### config.mk
export PLATFORM = sky130hd
export DESIGN_NAME = multi_clock_divider_flat
export DESIGN_NICKNAME = d
export VERILOG_FILES = /design/src/rtl/multi_clock_divider_pkg.sv /design/src/rtl/multi_clock_divider_if.sv /design/src/rtl/multi_clock_divider_channel.sv /design/src/rtl/multi_clock_divider.sv /design/src/flat_wrapper.sv
export SDC_FILE = /design/constraint.sdc
export NUM_CORES = 1
export LEC_CHECK = 0
export CORE_ASPECT_RATIO = 0.9
export CORE_MARGIN = 4
export CORE_UTILIZATION = 45
export CTS_CLUSTER_SIZE = 14
export DETAILED_ROUTE_END_ITERATION = 16
export GPL_TIMING_DRIVEN = 0
export PLACE_DENSITY = 0.68
export SKIP_LAST_GASP = 1
export SLEW_MARGIN = 20
export SYNTH_ARGS = -nofsm -noshare
export SYNTH_HDL_FRONTEND = slang
export SYNTH_HIERARCHICAL = 1
export SYNTH_SLANG_ARGS = --single-unit
export TNS_END_PERCENT = 100
### constraint.sdc
create_clock -name clk -period 4.2 [get_ports clk]
set_input_delay 0.84 -clock clk [delete_from_list [all_inputs] [get_ports clk]]
set_output_delay 0.84 -clock clk [all_outputs]
set_load 0.02 [all_outputs]
### src/rtl/multi_clock_divider_pkg.sv
// Shared types and helpers for the multi-channel clock divider.
// Optional start-phase support is enabled with CLKDIV_PHASE_EN.
package clkdiv_pkg;

  localparam int MIN_DIV = 2;

  function automatic int div_w(input int max_div);
    return $clog2(max_div + 1);
  endfunction

  // Internal divisor/phase width, wide enough for any MAX_DIV up to 65536
  localparam int CFG_W = div_w(65536);

  typedef struct packed {
    logic [CFG_W-1:0] div;
`ifdef CLKDIV_PHASE_EN
    logic [CFG_W-1:0] phase;
`endif
  } clkdiv_cfg_t;

endpackage

### src/rtl/multi_clock_divider_if.sv
// Configuration port of multi_clock_divider (valid/ready request plus error pulse).
// cfg_phase exists only when CLKDIV_PHASE_EN is defined.
interface multi_clock_divider_if #(
  parameter int N_CH    = 4,
  parameter int MAX_DIV = 1024
);
  localparam int DIV_W = clkdiv_pkg::div_w(MAX_DIV);
  localparam int CH_W  = (N_CH > 1) ? $clog2(N_CH) : 1;

  logic             cfg_valid;
  logic             cfg_ready;
  logic [CH_W-1:0]  cfg_ch;
  logic [DIV_W-1:0] cfg_div;
  logic             cfg_err;
`ifdef CLKDIV_PHASE_EN
  logic [DIV_W-1:0] cfg_phase;

  modport master (output cfg_valid, cfg_ch, cfg_div, cfg_phase, input cfg_ready, cfg_err);
  modport slave  (input cfg_valid, cfg_ch, cfg_div, cfg_phase, output cfg_ready, cfg_err);
`else
  modport master (output cfg_valid, cfg_ch, cfg_div, input cfg_ready, cfg_err);
  modport slave  (input cfg_valid, cfg_ch, cfg_div, output cfg_ready, cfg_err);
`endif

endinterface

### src/rtl/multi_clock_divider_channel.sv
// One divider channel: period counter, single-entry shadow config, registered gen_clk/tick.
// With CLKDIV_PHASE_EN, sync loads the stored start phase instead of 0.
module clkdiv_channel
  import clkdiv_pkg::*;
#(
  parameter int DEFAULT_DIV = 4
) (
  input  logic        clk,
  input  logic        rst,
  input  logic        en,
  input  logic        sync,
  input  logic        wr,
  input  clkdiv_cfg_t wr_cfg,
  output logic        pending,
  output logic        gen_clk,
  output logic        tick
);

  clkdiv_cfg_t      cur;
  clkdiv_cfg_t      shadow;
  clkdiv_cfg_t      nxt;
  logic [CFG_W-1:0] cnt;
  logic [CFG_W-1:0] cnt_nxt;
  logic [CFG_W-1:0] half;
  logic [CFG_W-1:0] start;
  logic             wrap;
  logic             apply;

  always_comb begin
    half  = (cur.div + CFG_W'(1)) >> 1;
    wrap  = en && (cnt == cur.div - CFG_W'(1));
    // Shadow is only promoted at a period boundary, on sync, or while idle
    apply = pending && (!en || sync || wrap);
    nxt   = apply ? shadow : cur;
`ifdef CLKDIV_PHASE_EN
    start = nxt.phase;
`else
    start = '0;
`endif
    if (!en)       cnt_nxt = '0;
    else if (sync) cnt_nxt = start;
    else if (wrap) cnt_nxt = '0;
    else           cnt_nxt = cnt + CFG_W'(1);
  end

  always_ff @(posedge clk or posedge rst) begin
    if (rst) begin
      cnt     <= '0;
      cur     <= '0;
      cur.div <= CFG_W'(DEFAULT_DIV);
      shadow  <= '0;
      pending <= 1'b0;
      gen_clk <= 1'b0;
      tick    <= 1'b0;
    end else begin
      cnt     <= cnt_nxt;
      cur     <= nxt;
      gen_clk <= en && (cnt < half);
      tick    <= en && (cnt == '0);
      if (apply) begin
        pending <= 1'b0;
      end else if (wr) begin
        shadow  <= wr_cfg;
        pending <= 1'b1;
      end
    end
  end

endmodule

### src/rtl/multi_clock_divider.sv
// N-channel programmable clock divider: config decode, legality check, channel array.
// Define CLKDIV_PHASE_EN to enable per-channel start phase applied on sync.
module multi_clock_divider
  import clkdiv_pkg::*;
#(
  parameter int N_CH        = 4,
  parameter int MAX_DIV     = 1024,
  parameter int DEFAULT_DIV = 4
) (
  input  logic                  clk,
  input  logic                  rst,
  input  logic [N_CH-1:0]       ch_en,
  input  logic                  sync,
  multi_clock_divider_if.slave  cfg,
  output logic [N_CH-1:0]       gen_clk,
  output logic [N_CH-1:0]       tick
);

  localparam int DIV_W = div_w(MAX_DIV);
  localparam int CH_W  = (N_CH > 1) ? $clog2(N_CH) : 1;
  localparam logic [CH_W:0] N_CH_V = (CH_W + 1)'(N_CH);

  logic [N_CH-1:0] pending;
  logic [N_CH-1:0] wr;
  logic            ch_ok;
  logic            legal;
  logic            hs;
  clkdiv_cfg_t     wr_cfg;

  always_comb begin
    ch_ok = {1'b0, cfg.cfg_ch} < N_CH_V;
    legal = ch_ok && (cfg.cfg_div >= DIV_W'(MIN_DIV)) && (cfg.cfg_div <= DIV_W'(MAX_DIV));
    wr_cfg     = '0;
    wr_cfg.div = CFG_W'(cfg.cfg_div);
`ifdef CLKDIV_PHASE_EN
    legal        = legal && (cfg.cfg_phase < cfg.cfg_div);
    wr_cfg.phase = CFG_W'(cfg.cfg_phase);
`endif
  end

  // Out-of-range channels are always ready so the request can be dropped with an error
  assign cfg.cfg_ready = ch_ok ? !pending[cfg.cfg_ch] : 1'b1;
  assign hs            = cfg.cfg_valid && cfg.cfg_ready;

  always_ff @(posedge clk or posedge rst) begin
    if (rst) cfg.cfg_err <= 1'b0;
    else     cfg.cfg_err <= hs && !legal;
  end

  for (genvar i = 0; i < N_CH; i++) begin : g_ch
    assign wr[i] = hs && legal && (cfg.cfg_ch == CH_W'(i));

    clkdiv_channel #(
      .DEFAULT_DIV(DEFAULT_DIV)
    ) u_ch (
      .clk    (clk),
      .rst    (rst),
      .en     (ch_en[i]),
      .sync   (sync),
      .wr     (wr[i]),
      .wr_cfg (wr_cfg),
      .pending(pending[i]),
      .gen_clk(gen_clk[i]),
      .tick   (tick[i])
    );
  end

endmodule

### src/flat_wrapper.sv
// flat-port wrapper written by rule: the top's interface ports become plain ports
module multi_clock_divider_flat import clkdiv_pkg::*;
#(
  parameter int N_CH        = 4,
  parameter int MAX_DIV     = 1024,
  parameter int DEFAULT_DIV = 4
)
  (clk, rst, ch_en, sync, gen_clk, tick, cfg_cfg_valid, cfg_cfg_ch, cfg_cfg_div, cfg_cfg_ready, cfg_cfg_err);
  multi_clock_divider_if #(.N_CH(N_CH), .MAX_DIV(MAX_DIV)) cfg_i ();
  input  logic clk;
  input  logic rst;
  input  logic [N_CH-1:0] ch_en;
  input  logic sync;
  output logic [N_CH-1:0] gen_clk;
  output logic [N_CH-1:0] tick;
  input wire logic [$bits(cfg_i.cfg_valid)-1:0] cfg_cfg_valid;
  input wire logic [$bits(cfg_i.cfg_ch)-1:0] cfg_cfg_ch;
  input wire logic [$bits(cfg_i.cfg_div)-1:0] cfg_cfg_div;
  output wire logic [$bits(cfg_i.cfg_ready)-1:0] cfg_cfg_ready;
  output wire logic [$bits(cfg_i.cfg_err)-1:0] cfg_cfg_err;
  assign cfg_i.cfg_valid = cfg_cfg_valid;
  assign cfg_i.cfg_ch = cfg_cfg_ch;
  assign cfg_i.cfg_div = cfg_cfg_div;
  assign cfg_cfg_ready = cfg_i.cfg_ready;
  assign cfg_cfg_err = cfg_i.cfg_err;
  multi_clock_divider #(.N_CH(N_CH), .MAX_DIV(MAX_DIV), .DEFAULT_DIV(DEFAULT_DIV)) u_core (.clk(clk), .rst(rst), .ch_en(ch_en), .sync(sync), .cfg(cfg_i), .gen_clk(gen_clk), .tick(tick));
endmodule
Yosys cells after proc, flatten, opt, wreduce, memory -nomap -nowiden. Cells that the tools add are included.

$add $sub $neg: 12. Magnitude comparators: 7. Eq/ne operators: 7. Mux-type cells: 22. Bitwise gates (word level): 4. Reduce and logical (&&, ||, !) cells: 51.

Operators with widths (count): 17-bit two-way mux (12); 17-bit by 1-bit adder with 17-bit output (second input constant) (4); 17-bit == test (4); 17-bit logical NOT (4); 17-bit by 16-bit < comparator with 1-bit output (4); 11-bit by 1-bit adder with 12-bit output (second input constant) (4); 11-bit by 1-bit subtractor with 12-bit output (second input constant) (4); 1-bit logical AND (24); 11-bit by 2-bit >= comparator with 1-bit output (second input constant) (1); 11-bit <= comparator (second input constant) (1); 1-bit two-way mux (9); 1-bit logical OR (8); 2-bit AND reduction (4); 2-bit nonzero test (4); 1-bit logical NOT (6); 2-bit == test (second input constant) (2); 1-bit NOT (4); 2-bit by 3-bit < comparator with 1-bit output (second input constant) (1); 1-bit binary-select mux with 2-bit select (1); 2-bit by 1-bit == test with 1-bit output (second input constant) (1); 2-bit logical NOT (1).

Register bits: 169. Bits of input ports: 21. Output and inout port bits: 10. Word-level logic and storage cells: 128.

Longest topological paths before layout.
Word-level depth: 8. Depth in mapped cells: 13. Mapped depth without buffers: 11.

Hierarchy. The synthesis kept the hierarchy.

Modules (own cells, without submodules): clkdiv_channel (u_core.g_ch[0].u_ch ...) (times used 2, cells an instance 338, area an instance 3543.4 µm², sequential area each 1352.5 µm²); clkdiv_channel (u_core.g_ch[3].u_ch) (times used 1, cells an instance 338, area an instance 3534.6 µm², sequential area each 1352.5 µm²); clkdiv_channel (u_core.g_ch[1].u_ch) (times used 1, cells an instance 339, area an instance 3518.4 µm², sequential area each 1352.5 µm²); multi_clock_divider (times used 1, cells an instance 20, area an instance 171.4 µm², sequential area each 25.0 µm²).

Least setup slack after synthesis. Ideal clock, no wire load.

Path kind: flip-flop to flip-flop. Start: reg u_core/g_ch[3].u_ch/cur[0] (netlist bit). End: reg u_core/g_ch[3].u_ch/shadow[0] (netlist bit). Setup time: 127 ps. Arrival time: 3290 ps. Required time: 4073 ps. Setup slack: 782 ps. Stages on the path, launching flop included: 12. Path buffers: 2. Clock period less this slack: 3418 ps. Path through: dfrtp_1 clkbuf_1 inv_1 ha_1 or3b_4 or4_4 a2111oi_4 nand4_2 o41a_1 o21ai_4 buf_6 mux2_1.

Cells in the longest elaborated chain, start to end: 7.

Ends and longest elaborated chain: start: declaration (RTL line multi_clock_divider_channel.sv:19) `clkdiv_cfg_t cur;`; start signal: assignment (RTL line multi_clock_divider_channel.sv:57) `cur <= nxt;`; 11-bit by 1-bit subtractor with 12-bit output (RTL line multi_clock_divider_channel.sv:31) `wrap = en && (cnt == cur.div - CFG_W'(1));`; 17-bit == test (RTL line multi_clock_divider_channel.sv:31); 1-bit logical AND (RTL line multi_clock_divider_channel.sv:31); 1-bit logical OR (RTL line multi_clock_divider_channel.sv:33) `apply = pending && (!en || sync || wrap);`; 1-bit logical AND (RTL line multi_clock_divider_channel.sv:33); 1-bit NOT (no line); 2-bit AND reduction (no line); end signal: assignment (RTL line multi_clock_divider_channel.sv:63) `shadow <= wr_cfg;`; end: declaration (RTL line multi_clock_divider_channel.sv:20) `clkdiv_cfg_t shadow;`.

Every way passes these cells. A chain may end at the register's enable or synchronous reset.

Worst setup path after layout.
Start: reg u_core/g_ch[1].u_ch/cur[0] (netlist bit). End: reg u_core/g_ch[1].u_ch/shadow[4] (netlist bit).

Cells in the longest elaborated chain, start to end: 7.

Ends and longest elaborated chain (RTL line): start: declaration (multi_clock_divider_channel.sv:19); start signal: assignment (multi_clock_divider_channel.sv:57); 11-bit by 1-bit subtractor with 12-bit output (multi_clock_divider_channel.sv:31); 17-bit == test (multi_clock_divider_channel.sv:31); 1-bit logical AND (multi_clock_divider_channel.sv:31); 1-bit logical OR (multi_clock_divider_channel.sv:33); 1-bit logical AND (multi_clock_divider_channel.sv:33); 1-bit NOT (no line); 2-bit AND reduction (no line); end signal: assignment (multi_clock_divider_channel.sv:63); end: declaration (multi_clock_divider_channel.sv:20).

Every way passes these cells.

==> out/summary.txt <==
postcts setup bufs = 0
largest net degree at the start of global routing = 55
dpl hpwl = 22700 um
Fin. Hold Viols = 0
total negative slack = 0 ns
RSZ-0062 raised after global routing = false
Peak Freq = 0.257 GHz
Vias/cell = 5.48
Reg clk slew, reported paths = 0.06 ns
1st-iter DRT viols = 539
wire per inst = 16.8 um
CP bufs+invs = 4
FFs w/ async S/R, synth = 100%
Slew Limit Fails = 0
Worst setup EP type = flip-flop
Num Clock Sinks = 217
Syn Area/Cell = 10.4 um2
Yosys cell types = 79
layout cell share with drive strength beyond 1 = 16.8%
Syn Inst Count = 1373
MaxCap Viol Count = 0
RD Place Congestion = 0.857
cells along the critical path = clkbuf_1 -> inv_1 -> ha_1 -> or3b_1 -> buf_2 -> or4_4 -> a211oi_2 -> a311oi_1 -> o41ai_4 -> buf_6 -> mux2_4
Num CTS Buffers = 24
Fill cells = 2870
Ports = 31
core region area = 31100 um2
diode count = 0
Final Cell Area = 16100 um2
initial antenna violation count = 0
total track usage = 18.1%
H-tree depth = 1
Hold Crit Class = flip-flop to flip-flop
area share of the largest cell type after synthesis = 37.2%
Tcrit/Tclk final = 92.7%
DRC viols = 0
area delta synth->final = 12.3%
skew final = 0.00794 ns
FF+latch count, synth = 217
cts repair resizes = 0
Crit Path Class = flip-flop to flip-flop
Peak VDD IR = 0.308 mV
Tmin final = 3.89 ns
Arr. time, crit path = 4.30 ns
Crit-path slowest cell = o41ai_4
Worst setup SP type = flip-flop
relative slew slack = 38.3%
router iterations before antenna repair = 5
Routed Antenna Nets = 0
Final nets = 1549
run status = completed
Power, Total = 0.00864 W
Hold Buf Count CTS = 0
Static Leakage = 6.86 nW
Initial Utilization = 46.0%
Buffers on Ports = 30
final setup vio count = 0
post-layout util = 51.6%
CP Max Fanout = 10
CP max stage delay = 0.72 ns
actual slew at the worst max-slew pin = 0.918 ns
multi-input logic area = 8380 um2
die area = 34700 um2
Site Rows = 61
ys flop type = dfrtp_1
worst skew pair latency = 0.53 ns
CP top delay family = compound AO/OA/AOI/OAI gates
Setup WS post-layout = 0.308 ns
top-count cell post-synth = dfrtp_1
number of global-route vias before repair = 10100
largest cells by area after synthesis = dfrtp_1, xnor2_1, ha_1
drt total wl = 31500 um
pre-CTS setup slack = 0.340 ns
clock tree root buffer cell = clkbuf_16
warnings from Yosys = 6
CTS Buffer Depth = 3
remaining global-route overflow = 0
Req. time, crit path = 4.61 ns
first-pass GRT wire length = 52300 um
sequential element share of the synthesized area = 38.0%
die height = 177 um
CTS tree = yes
Netlist Area Pre-Place = 14300 um2
Die Width = 196 um
commonest cells in the synthesized netlist = dfrtp_1, nor2_1, xnor2_1
area leader, netlist = dfrtp_1
Vias = 10300
Post-synth EDFFs = 0
Storage cell area = 5440 um2
DP Area = 15200 um2
pwr/cell area = 538 nW/um2
==> report_power, final <==
part           switching (W)  internal [W]  leakage, nW
registers           0.000338       0.00256         2.76
clock network       0.000896       0.00135        0.400
logic                0.00185       0.00164         3.70
==> state kept, by name, indices dropped and copies added (netlist names) <==
name	count
u_core/g_ch.u_ch/pending	4
u_core/g_ch.u_ch/cnt	68
u_core/cfg.cfg_err	1
u_core/g_ch.u_ch/tick	4
u_core/g_ch.u_ch/cur	68
u_core/g_ch.u_ch/gen_clk	4
u_core/g_ch.u_ch/shadow	68
==> area by class of cell <==
class | instances | area share (%)
well taps | 409 | 3.18
plain buffers | 82 | 2.74
multi-input cells | 1060 | 52.2
clock buffers | 26 | 3.98
inverters | 37 | 0.927
flip-flops and latches | 217 | 33.8
clock inverters | 18 | 1.32
repair buffers | 30 | 1.87
==> stage by stage <==
step	std cells	hold WS [ns]
after detailed placement	1835	0.482
after CTS	1879	0.496
after global routing	1879	0.516
after global placement	1835	0.472
after floorplan	1396	0.460
final	1879	0.493
==> path summary, 6_finish.rpt <==
kind	start	to	slack [ns]	depth (start not counted)
worst max-delay path	u_core/g_ch[1].u_ch/cur[0]$_DFFE_PP0P_	u_core/g_ch[1].u_ch/shadow[4]$_DFFE_PP0P_	0.31	11
worst min-delay path	u_core/g_ch[3].u_ch/shadow[3]$_DFFE_PP0P_	u_core/g_ch[3].u_ch/shadow[3]$_DFFE_PP0P_	0.49	1
worst max register to register	u_core/g_ch[1].u_ch/cur[0]$_DFFE_PP0P_	u_core/g_ch[1].u_ch/shadow[4]$_DFFE_PP0P_	0.31	11
worst min register to register	u_core/g_ch[3].u_ch/shadow[3]$_DFFE_PP0P_	u_core/g_ch[3].u_ch/shadow[3]$_DFFE_PP0P_	0.49	1
max in group asynchronous	rst	u_core/g_ch[2].u_ch/shadow[11]$_DFFE_PP0P_	2.57	2
min in group asynchronous	rst	u_core/cfg.cfg_err$_DFF_PP0_	0.84	2
==> cell families (layout without fill, tap and decap cells) <==
kind of cell | count (synthesis) | in the layout | synth area share (%)
AND/OR/NAND/NOR | 473 | 473 | 18.2
adder cells (fa/ha/maj) | 76 | 76 | 6.64
buffers and inverters | 119 | 193 | 4.05
XOR/XNOR | 206 | 206 | 12.7
AO/OA/AOI/OAI | 132 | 132 | 7.11
other | 1 | 24 | 0.0262
flip-flops | 217 | 217 | 38.0
multiplexers | 149 | 149 | 13.3
==> placed cells by master, fill, tap and decap left out, drive strengths merged, types with 6 or more instances in the layout <==
cell type / netlist / layout
nor2b: 16 / 16
a21oi: 33 / 33
mux2: 139 / 139
inv: 36 / 36
and3b: 8 / 8
xor2: 89 / 89
nand3: 67 / 67
nand2b: 10 / 10
and4: 6 / 6
or3: 6 / 6
and3: 19 / 19
o211ai: 9 / 9
clkinv: 1 / 8
o21ai: 22 / 22
nor2: 121 / 121
nor3: 22 / 22
or4: 16 / 16
nor4: 36 / 36
dfrtp: 213 / 213
xnor2: 116 / 116
nand4b: 9 / 9
nor4b: 6 / 6
ha: 76 / 76
mux2i: 9 / 9
clkinvlp: 0 / 7
conb: 1 / 24
nand3b: 11 / 11
nand4: 40 / 40
a21o: 30 / 30
buf: 35 / 35
nand2: 62 / 62
clkbuf: 47 / 73
clkdlybuf4s50: 0 / 30
==> metal layers <==
metal | up-vias | routed length (um) | global-route usage (%)
met4 | 0 | 897 | 5.00
met5 | - | 0 | 0
met3 | 62 | 1160 | 2.65
met2 | 197 | 14100 | 29.1
met1 | 5042 | 15300 | 25.6
li1 | 4991 | - | -
(Power assumes the default switching activity.)
